$ cat src/rtl/r_format_sequencer_if.sv
// Instruction-memory request/response bundle between the sequencer (master) and IM (slave).
// imem_req/imem_addr stay asserted until imem_valid is seen; no other flow control.
interface r_format_sequencer_if;
  logic        imem_req;
  logic [31:0] imem_addr;
  logic [31:0] imem_rdata;
  logic        imem_valid;

  modport master (
    output imem_req,
    output imem_addr,
    input  imem_rdata,
    input  imem_valid
  );

  modport slave (
    input  imem_req,
    input  imem_addr,
    output imem_rdata,
    output imem_valid
  );
endinterface

$ cat src/rtl/r_format_sequencer.sv
// Multi-cycle FETCH/DECODE/EXEC/WB controller for the R-format datapath: 4 cycles/instr + IM wait states.
// Stalls in FETCH until imem_valid; ILLEGAL_OP_TRAP_EN selects trap-and-halt vs NOP for nonzero opcodes.
module r_format_sequencer #(
  parameter logic [31:0] RESET_PC  = 32'h0000_0000,
  parameter logic [31:0] HALT_WORD = 32'hFFFF_FFFF,
  parameter int unsigned CNT_W     = 16
) (
  input  logic                 clk,
  input  logic                 rst_n,
  input  logic                 start,
  input  logic                 stop,
  r_format_sequencer_if.master imem,
  output logic [31:0]          instr,
  output logic [1:0]           alu_op,
  output logic                 rf_reg_write,
  output logic [31:0]          pc,
  output logic                 busy,
  output logic                 halted,
  output logic                 trap,
  output logic [CNT_W-1:0]     retired
);

  typedef enum logic [2:0] {
    S_IDLE,
    S_FETCH,
    S_DECODE,
    S_EXEC,
    S_WB,
    S_SKIP,
    S_HALT
  } state_e;

  state_e             state_q, state_d;
  logic [31:0]        pc_q, pc_d;
  logic [31:0]        instr_q, instr_d;
  logic [CNT_W-1:0]   retired_q, retired_d;
  logic               trap_q, trap_d;

  always_ff @(posedge clk or negedge rst_n) begin
    if (!rst_n) begin
      state_q   <= S_IDLE;
      pc_q      <= RESET_PC;
      instr_q   <= 32'h0;
      retired_q <= '0;
      trap_q    <= 1'b0;
    end else begin
      state_q   <= state_d;
      pc_q      <= pc_d;
      instr_q   <= instr_d;
      retired_q <= retired_d;
      trap_q    <= trap_d;
    end
  end

  always_comb begin
    state_d   = state_q;
    pc_d      = pc_q;
    instr_d   = instr_q;
    retired_d = retired_q;
    trap_d    = trap_q;
    case (state_q)
      S_IDLE, S_HALT: begin
        if (start) begin
          pc_d      = RESET_PC;
          retired_d = '0;
          trap_d    = 1'b0;
          state_d   = S_FETCH;
        end
      end
      S_FETCH: begin
        if (imem.imem_valid) begin
          instr_d = imem.imem_rdata;
          state_d = (imem.imem_rdata == HALT_WORD) ? S_HALT : S_DECODE;
        end
      end
      S_DECODE: begin
        if (instr_q[31:26] == 6'b000000) begin
          state_d = S_EXEC;
        end else begin
`ifdef ILLEGAL_OP_TRAP_EN
          trap_d  = 1'b1;
          state_d = S_HALT;
`else
          state_d = S_SKIP;
`endif
        end
      end
      S_EXEC: state_d = S_WB;
      S_WB: begin
        // pc wraps naturally at 2^32; retired holds at all-ones
        pc_d      = pc_q + 32'd4;
        retired_d = (retired_q == {CNT_W{1'b1}}) ? retired_q : retired_q + 1'b1;
        state_d   = stop ? S_HALT : S_FETCH;
      end
      S_SKIP: begin
        pc_d    = pc_q + 32'd4;
        state_d = stop ? S_HALT : S_FETCH;
      end
      default: state_d = S_IDLE;
    endcase
  end

  // Outputs decode straight from state_q so an async reset kills them at once.
  assign imem.imem_req  = (state_q == S_FETCH);
  assign imem.imem_addr = pc_q;
  assign instr          = instr_q;
  assign alu_op         = (state_q == S_EXEC || state_q == S_WB) ? 2'b10 : 2'b00;
  assign rf_reg_write   = (state_q == S_WB) && (instr_q[15:11] != 5'd0);
  assign pc             = pc_q;
  assign busy           = (state_q != S_IDLE) && (state_q != S_HALT);
  assign halted         = (state_q == S_HALT);
  assign trap           = trap_q;
  assign retired        = retired_q;

endmodule

$ cat src/flat_wrapper.sv
// flat-port wrapper written by rule: the top's interface ports become plain ports
module r_format_sequencer_flat 
#(
  parameter logic [31:0] RESET_PC  = 32'h0000_0000,
  parameter logic [31:0] HALT_WORD = 32'hFFFF_FFFF,
  parameter int unsigned CNT_W     = 16
)
  (clk, rst_n, start, stop, instr, alu_op, rf_reg_write, pc, busy, halted, trap, retired, imem_imem_req, imem_imem_addr, imem_imem_rdata, imem_imem_valid);
  r_format_sequencer_if imem_i ();
  input  logic clk;
  input  logic rst_n;
  input  logic start;
  input  logic stop;
  output logic [31:0] instr;
  output logic [1:0] alu_op;
  output logic rf_reg_write;
  output logic [31:0] pc;
  output logic busy;
  output logic halted;
  output logic trap;
  output logic [CNT_W-1:0] retired;
  output wire logic [$bits(imem_i.imem_req)-1:0] imem_imem_req;
  output wire logic [$bits(imem_i.imem_addr)-1:0] imem_imem_addr;
  input wire logic [$bits(imem_i.imem_rdata)-1:0] imem_imem_rdata;
  input wire logic [$bits(imem_i.imem_valid)-1:0] imem_imem_valid;
  assign imem_imem_req = imem_i.imem_req;
  assign imem_imem_addr = imem_i.imem_addr;
  assign imem_i.imem_rdata = imem_imem_rdata;
  assign imem_i.imem_valid = imem_imem_valid;
  r_format_sequencer #(.RESET_PC(RESET_PC), .HALT_WORD(HALT_WORD), .CNT_W(CNT_W)) u_core (.clk(clk), .rst_n(rst_n), .start(start), .stop(stop), .imem(imem_i), .instr(instr), .alu_op(alu_op), .rf_reg_write(rf_reg_write), .pc(pc), .busy(busy), .halted(halted), .trap(trap), .retired(retired));
endmodule
$ cat config.mk
export PLATFORM = sky130hd
export DESIGN_NAME = r_format_sequencer_flat
export DESIGN_NICKNAME = d
export VERILOG_FILES = /design/src/rtl/r_format_sequencer_if.sv /design/src/rtl/r_format_sequencer.sv /design/src/flat_wrapper.sv
export SDC_FILE = /design/constraint.sdc
export NUM_CORES = 1
export LEC_CHECK = 0
export CORE_MARGIN = 2
export CORE_UTILIZATION = 49
export DETAILED_ROUTE_END_ITERATION = 10
export GPL_ROUTABILITY_DRIVEN = 0
export PLACE_DENSITY = 0.87
export SLEW_MARGIN = 10
export SYNTH_ARGS = -nofsm -noshare
export SYNTH_HDL_FRONTEND = slang
export SYNTH_SLANG_ARGS = --single-unit
export TNS_END_PERCENT = 10
$ cat constraint.sdc
create_clock -name clk -period 4.7 [get_ports clk]
set_input_delay 0.47 -clock clk [delete_from_list [all_inputs] [get_ports clk]]
set_output_delay 0.47 -clock clk [all_outputs]
set_load 0.01 [all_outputs]
==> flow_metrics.py <==
metrics = {
    "outcome": {
        "outcome": "complete, no violations",
    },
    "placement": {
        "place_hpwl_um": 7810,
        "placed_cells": 641,
        "numPortBuffers": 149,
        "placed_area_mm2": 0.00561,
    },
    "sta": {
        "min_period_ns": 2.90,
        "hold_viol": 0,
        "fin_skew_ns": 0.00769,
        "slew_headroom_pct": 30.2,
        "slew_violations": 0,
        "rsz0062_at_grt": "false",
        "worstMarginPinSlew_ns": 1.05,
        "finalSetupTns_ns": 0,
        "max_freq_mhz": 345,
        "setup_viol": 0,
        "finalCritPeriodShare_pct": 61.7,
    },
    "hold_path": {
        "hp-class": "primary input to async pin",
    },
    "clock_tree": {
        "clock_path_buffers": 2,
        "clk-insertion-delay-late_ns": 0.36,
        "cts_setup_buffers": 0,
        "cts_tree": "done",
        "cts_sinks": 81,
        "cts_buffers": 9,
        "clk_pin_slew_ns": 0.08,
        "post_cts_resized": 0,
        "h-tree-depth": 3,
        "cts_root_buffer": "clkbuf_8",
        "holdBufCountCts": 0,
    },
    "floorplanning": {
        "fp.dieH_um": 97.6,
        "die_w_um": 97.6,
        "pin_count": 156,
        "core_area_mm2": 0.00859,
        "initial_core_util_pct": 49.9,
        "num_rows": 34,
        "dieArea_mm2": 0.00952,
    },
    "grt": {
        "gr-total-overflow": 0,
        "grt.total_usage_pct": 22.7,
        "antenna_found_initial": 0,
        "grt_pass1_wl_um": 17700,
        "grt_pass1_vias": 3633,
        "grt_start_max_net_pins": 82,
    },
    "finish": {
        "drive_gt1_share_pct": 10.6,
        "final_common_cell": "clkdlybuf4s50_1",
        "finish.utilization_pct": 67.6,
        "layout_common_cells": "clkdlybuf4s50_1 (148), dfrtp_1 (81), nor2_1 (43)",
        "flow.area_growth_from_synthesis_pct": 35.5,
        "fillers": 650,
        "stdcell_area_mm2": 0.00581,
        "antenna_cells": 0,
        "fin_cells": 657,
        "fin_nets": 583,
    },
    "detailed_routing": {
        "wl_met1_um": 4330,
        "met3_length_um": 992,
        "drt_iter0_drc": 177,
        "routed_wirelength_um": 10800,
        "top_layer": "met4",
        "antenna_left": 0,
        "dr_wl_met2_um": 5220,
        "dr.pass1.iters": 4,
        "avgViaCountPerCell": 5.60,
        "drc": 0,
        "num_vias": 3681,
        "wl_per_cell_um": 16.4,
    },
    "synth": {
        "yosys.area_share.adder_pct": 0.583,
        "synth_edf_count": 0,
        "ys.flop_type": "dfrtp_1",
        "yosys-mux-area-fraction_pct": 8.40,
        "synth-warning-count": 0,
        "syn-cell-area_mm2": 0.00429,
        "synth_cells": 430,
        "synth-simple-area-share_pct": 20.6,
        "synth_area_leader_cell": "dfrtp_1",
        "synth_xor_area_share_pct": 4.49,
        "syn_avg_cell_area_um2": 9.97,
        "synth.distinct_cells": 45,
        "ys_async_sr_fraction_pct": 100,
        "ys_ff_latch": 81,
        "yosys-top-cells-area": "dfrtp_1 (47%), mux2_2 (8.4%), buf_4 (6.3%)",
        "synth_top_area_share_pct": 47.3,
        "ys_seq_area_share_pct": 47.3,
        "synth_compound_area_share_pct": 10.4,
        "synth_top_family_by_area": "simple AND/OR/NAND/NOR gates",
    },
    "worst_setup_path": {
        "critPathSlowestCell": "or3b_2",
        "crit_buf_inv": 1,
        "critPathMaxStageDelay_ns": 0.71,
        "path_delay_family": "simple AND/OR/NAND/NOR gates",
        "crit_arrival_ns": 2.43,
        "cp-start-kind": "register",
        "path_max_fanout": 20,
        "worst_setup_path_end_kind": "output port",
        "cp.required_ns": 4.23,
        "cp_cell_sequence": "or3b_2 -> a21oi_1 -> clkdlybuf4s50_1",
        "critPathKind": "register to output port",
    },
    "power_and_ir_drop": {
        "total_power_mw": 2.65,
        "peakVddDrop_v": 0.000380,
        "p_leak_nw": 2.33,
        "cellPowerDensity_mw_per_mm2": 457,
    },
    "flow_run": {
        "drv_cap": 0,
    },
}
power breakdown:
group	total (mW)	internal [mW]	switching, mW
clock network	0.527	0.261	0.266
registers	1.05	0.876	0.170
logic	1.08	0.606	0.474
total	2.65	1.74	0.911
synthesized netlist by cell type (2+ instances only):
cell type	count
nand3b_1	2
nand3_1	16
buf_4	36
dfrtp_1	81
a22o_1	2
buf_1	4
mux2_2	32
clkbuf_1	7
nor3_1	6
o31ai_1	4
nor2b_1	6
nor2_1	43
a21o_1	3
o21ai_0	32
xnor2_1	5
a41oi_1	2
and4_1	7
nand4_1	30
nand2b_1	2
nor4_1	7
inv_1	3
a31oi_1	4
or3_1	6
xor2_1	17
and2_1	7
ha_1	2
buf_2	6
a211oi_1	2
and3_1	7
a21oi_1	12
nand2_1	22
a21boi_0	2
layer usage:
metal,GRT usage [%],up-vias
met3,7.48,20
met5,0,-
met2,37.1,170
li1,-,1735
met1,28.4,1756
met4,7.37,0
area by class of cell:
type                            instances  area, um^2  share of cell area, %
Tap cell                              108         135                   2.33
Timing Repair Buffer                  151        1500                   25.9
Sequential cell                        81        2030                   34.9
Multi-Input combinational cell        298        1930                   33.2
Inverter                                3        11.3                  0.194
Clock inverter                          6        67.6                   1.16
Clock buffer                           10         138                   2.37
final timing paths:
| kind | slack [ns] | startpoint | endpoint | depth (start not counted) |
|---|---|---|---|---|
| min in group clk | 0.51 | u_core.instr[16] | u_core.instr[16] | 1 |
| hold / removal | 0.24 | rst_n | u_core.imem.imem_addr[24] | 1 |
| setup / recovery | 1.80 | u_core.state_q[2] | rf_reg_write | 3 |
| hold reg to reg | 0.51 | u_core.instr[16] | u_core.instr[16] | 1 |
| setup reg to reg | 2.08 | u_core.state_q[2] | u_core.imem.imem_addr[31] | 5 |
| max in group asynchronous | 3.73 | rst_n | u_core.instr[18] | 1 |
sequential cells by signal (all words and copies together), names as in the netlist:
register               flops
u_core.instr              32
u_core.imem.imem_addr     30
u_core.retired            16
u_core.state_q             3
cell families after synthesis:
kind of cell	Yosys count
and+or+nand+nor	166
DFF	81
AOI/OAI and AO/OA	70
buffers and inverters	56
muxes	32
xor gates and xnor gates	22
adders and majority gates	2
other	1
metrics by stage:
step	hold slack, ns	setup WS, ns
global route	0.360	1.64
detailed placement	0.495	1.74
CTS	0.326	1.78
finish	0.245	1.80
global placement	0.489	1.82
floorplan	0.174	2.72
Note: power is estimated with default switching activity, not from simulation.
==> edit 1 (config.mk and constraints unchanged) <==
Build with the macro `ILLEGAL_OP_TRAP_EN` defined.
--- a/src/rtl/r_format_sequencer.sv
+++ b/src/rtl/r_format_sequencer.sv
@@ -2,2 +2,4 @@
 // Stalls in FETCH until imem_valid; ILLEGAL_OP_TRAP_EN selects trap-and-halt vs NOP for nonzero opcodes.
+`define ILLEGAL_OP_TRAP_EN
+
 module r_format_sequencer #(
Check against the original RTL: not equivalent (Yosys sat finds a counterexample within 4 cycles, from zero or initial values and one cycle with rst_n low).
==> edit 1 against the original RTL <==
Global-route usage decreased by 0.31 points. Final area grew 0.60%. Synthesized area rose by 0.73%. Final cell count is 0.61% lower. Sequential cell count is 1 higher. Wire length shrank 0.93%. Highest routed layer unchanged. Setup slack improved by 0.18 ns. Power shrank 1.9%.
==> edit 1: results (changes against the original RTL) <==
** Outcome
- Status :: complete, no violations (unchanged)

** Global routing
- The global routing met1 resource utilization was 27.2% (was 28.4%).
- Vias in the first global route :: 3661 (was 3633)
- Met3 Resource Use GR :: 8.30% (was 7.48%)
- First-pass GRT wire length :: 17600 um (was 17700 um)
- Maximum number of pins on one net before global-route repair :: 83 (was 82)
- Gr usage total :: 22.3% (was 22.7%)
- The fraction of met2 tracks used by global routing came to 37.4% (was 37.1%).

** Critical path
- The worst-case register-to-register setup slack is 2.04 ns (was 2.08 ns).
- Max Fanout on Critical Path :: 13 (was 20)
- The cell at the slowest stage of the critical path was sky130_fd_sc_hd__dfrtp_1 (was sky130_fd_sc_hd__or3b_2).
- Cell family with the largest share of critical-path delay :: buffers and inverters (was simple AND/OR/NAND/NOR gates)
- The critical register-to-register path endpoint is u_core.imem.imem_addr[29] (was u_core.imem.imem_addr[31]).
- Stage delay of the slowest cell on the critical path :: 0.56 ns (was 0.71 ns)
- R2R Path Start :: u_core.state_q[0] (was u_core.state_q[2])
- Critical path endpoint :: busy (was rf_reg_write)

** Place
- Number of port buffers :: 150 (was 149)
- The worst slack at placement came to 1.68 ns (was 1.74 ns).
- Number of cells after detailed placement :: 638 (was 641)
- Post-place instance area :: 0.00566 mm^2 (was 0.00561 mm^2)

** Power
- The power density normalized to cell area was 445 mW/mm^2 (was 457 mW/mm^2).
- Static power due to leakage :: 2.26 nW (was 2.33 nW)
- The cell-internal power is 1.73 mW (was 1.74 mW).
- Worst-case vdd ir drop :: 0.346 mV (was 0.380 mV)

** Drt
- The met3 routed wirelength came to 1110 um (was 992 um).
- The post-route met1 wirelength was 4240 um (was 4330 um).
- The total met2 wirelength after detailed routing came to 5220 um (about the same).
- The routed length per instance is 16.3 um (was 16.4 um).

** Final layout
- The final cell count without fillers was 653 (was 657).
- Layout filler cell count :: 681 (was 650)
- The final-stage net count is 580 (was 583).

** Logic synthesis
- Arithmetic-cell share of the synthesized area counting full adders, half adders and majority gates :: 0.840% (was 0.583%)
- The post-synthesis compound-gate area fraction is 10.5% (was 10.4%).
- Most instantiated cells after synthesis: sky130_fd_sc_hd__dfrtp_1, sky130_fd_sc_hd__buf_4, sky130_fd_sc_hd__mux2_2, sky130_fd_sc_hd__nor2_1 (was sky130_fd_sc_hd__dfrtp_1, sky130_fd_sc_hd__nor2_1, sky130_fd_sc_hd__buf_4, sky130_fd_sc_hd__mux2_2, sky130_fd_sc_hd__o21ai_0).
- The count of distinct cell types in the synthesized netlist came to 52 (was 45).
- Share of synthesized area occupied by flip-flops and latches :: 47.5% (was 47.3%)
- Synth Instances :: 425 (was 430)
- The fraction of synthesized area in multiplexers was 8.57% (was 8.40%).

** STA
- The worst slew margin relative to its limit was 32.0% (was 30.2%).
- Final setup skew :: 0.00686 ns (was 0.00769 ns)

** CTS
- Clk Latency, worst-skew pair :: 0.33 ns (was 0.36 ns)
edit 1: kinds of logic after synthesis:
| logic type | count (synthesis) |
|---|---|
| other cells | 1 |
| simple gates | 150 |
| fa+ha+maj | 3 |
| buf+inv | 62 |
| xor+xnor | 24 |
| mux | 33 |
| flops | 82 |
| compound gates | 70 |
edit 1: how the worst min path moves through the flow:
stage                                     end  slack [ns]  depth (start not counted)
finish              u_core.imem.imem_addr[17]        0.29                          1
global route        u_core.imem.imem_addr[17]        0.40                          1
CTS                 u_core.imem.imem_addr[14]        0.33                          1
detailed placement            u_core.instr[8]        0.50                          1
global placement             u_core.instr[24]        0.49                          1
floorplan           u_core.imem.imem_addr[10]        0.17                          0
edit 1: area by class of cell:
type / count / share of cell area [%]
Clock buffer: 12 / 2.48
Inverter: 10 / 0.642
Tap cell: 108 / 2.31
Sequential cell: 82 / 35.1
Clock inverter: 3 / 0.685
Multi-Input combinational cell: 285 / 32.7
Timing Repair Buffer: 153 / 26.0
==> edit 2 (config.mk and constraints unchanged) <==
Without the edit above. The 7 states of `state_e` get a one-hot encoding in 7 bits.
--- a/src/rtl/r_format_sequencer.sv
+++ b/src/rtl/r_format_sequencer.sv
@@ -22,10 +22,10 @@
 
-  typedef enum logic [2:0] {
-    S_IDLE,
-    S_FETCH,
-    S_DECODE,
-    S_EXEC,
-    S_WB,
-    S_SKIP,
-    S_HALT
+  typedef enum logic [6:0] {
+    S_IDLE   = 7'b0000001,
+    S_FETCH  = 7'b0000010,
+    S_DECODE = 7'b0000100,
+    S_EXEC   = 7'b0001000,
+    S_WB     = 7'b0010000,
+    S_SKIP   = 7'b0100000,
+    S_HALT   = 7'b1000000
   } state_e;
Check against the original RTL: same outputs for any inputs over 10 cycles, from zero or initial values and one cycle with rst_n low; not proved beyond that.
==> edit 2 against the original RTL <==
Utilization shrank 0.14 points. Die area grew 3.2%. Final cell count grew 3.0%. Wire length grew 1.2%. Synthesized area grew 3.3%. Sequential cell count grew 4. Final area grew 1.8%. Fmax shrank 2.6%. Register-to-register slack lost 0.08 ns. Setup slack lost 0.078 ns. Power shrank 14%. Largest power group is now registers.
==> edit 2: results (changes against the original RTL) <==
** Outcome
- Status: complete, no violations (unchanged).

** Place
- Post-place setup slack :: 1.88 ns (was 1.74 ns)
- Dpl hpwl :: 8020 um (was 7810 um)
- Post-place instance area :: 0.00574 mm^2 (was 0.00561 mm^2)
- The count of placed standard cells including taps was 661 (was 641).

** Power
- The highest ir drop seen on vdd is 0.355 mV (was 0.380 mV).
- The sum of internal, switching and leakage power was 2.29 mW (was 2.65 mW).
- The power of the sequential group was 0.993 mW (was 1.05 mW).
- Static power due to leakage :: 2.32 nW (was 2.33 nW)
- Comb. pwr :: 0.835 mW (was 1.08 mW)

** Logic synthesis
- Most instantiated cells after synthesis :: sky130_fd_sc_hd__dfrtp_1, sky130_fd_sc_hd__nor2_1, sky130_fd_sc_hd__buf_4, sky130_fd_sc_hd__o21ai_0, sky130_fd_sc_hd__mux2_2 (was sky130_fd_sc_hd__dfrtp_1, sky130_fd_sc_hd__nor2_1, sky130_fd_sc_hd__buf_4, sky130_fd_sc_hd__mux2_2, sky130_fd_sc_hd__o21ai_0)
- The count of distinct cell types in the synthesized netlist was 53 (was 45).
- The average footprint of a synthesized cell is 9.85 um^2 (was 9.97 um^2).
- Share of synthesized area occupied by flip-flops and latches :: 48.0% (was 47.3%)
- Largest cells by area after synthesis: sky130_fd_sc_hd__dfrtp_1, sky130_fd_sc_hd__mux2_2, sky130_fd_sc_hd__buf_4, sky130_fd_sc_hd__o21ai_0, sky130_fd_sc_hd__nand4_1 (was sky130_fd_sc_hd__dfrtp_1, sky130_fd_sc_hd__mux2_2, sky130_fd_sc_hd__buf_4, sky130_fd_sc_hd__nand4_1, sky130_fd_sc_hd__nor2_1).

** Drt
- The post-route met1 wirelength was 4390 um (was 4330 um).
- Met3 wirelength from detailed routing :: 696 um (was 992 um)
- DR iter-0 viols :: 228 (was 177)
- Vias post-DR :: 3856 (was 3681)
- The total met2 wirelength after detailed routing came to 5670 um (was 5220 um).
- The routed length per instance is 16.1 um (was 16.4 um).

** Final layout
- The fraction of final layout cells with drive strength greater than 1 was 9.31% (was 10.6%).
- The final cell count without fillers came to 677 (was 657).
- The number of filler cells placed in the layout came to 671 (was 650).
- Final #Nets :: 603 (was 583)

** Global routing
- First-pass GRT wire length :: 17300 um (was 17700 um)
- The pin count of the biggest net entering global routing is 86 (was 82).
- The fraction of met2 tracks used by global routing was 37.2% (was 37.1%).
- The met3 layer usage reported by global route was 4.36% (was 7.48%).
- The global routing met1 resource utilization came to 27.6% (was 28.4%).

** CTS
- The number of buffers inserted during clock tree synthesis came to 9 (unchanged).

** Critical path
- Register-to-register path setup slack :: 2.00 ns (was 2.08 ns)
- Crit-path slowest cell :: sky130_fd_sc_hd__clkdlybuf4s50_1 (was sky130_fd_sc_hd__or3b_2)
- The data arrival at the endpoint of the critical path is 2.51 ns (was 2.43 ns).
- The delay contributed by the slowest stage of the critical path was 0.57 ns (was 0.71 ns).

** STA
- The worst slew margin relative to its limit was 29.9% (was 30.2%).
- The final critical path time including I/O delays and setup is 2.98 ns (was 2.90 ns).
-- edit 2: changes by cell type in the layout (fill, tap and decap cells not counted), moves of 8 or more --
| cell | before | now |
|---|---|---|
| sky130_fd_sc_hd__xnor2_1 | 5 | 14 |
| sky130_fd_sc_hd__nor4_1 | 7 | 15 |
| sky130_fd_sc_hd__inv_1 | 3 | 11 |
| sky130_fd_sc_hd__xor2_1 | 17 | 1 |
| sky130_fd_sc_hd__or3_1 | 6 | 15 |
-- edit 2: kinds of logic after synthesis --
family          after synthesis  synth area share [%]
fa+ha+maj                     2                 0.565
simple gates                173                  21.0
other cells                   1                0.0846
mux                          33                  8.36
flops                        85                  48.0
xor+xnor                     15                  2.97
buf+inv                      64                  8.73
compound gates               77                  10.3
-- edit 2: final cells by class --
class	instances	share of cell area, %
sequential	85	36.0
multi-input combinational	306	32.7
timing repair buffer	151	25.4
clock buffer	13	2.52
tap	108	2.29
inverter	11	0.698
clock inverter	3	0.360
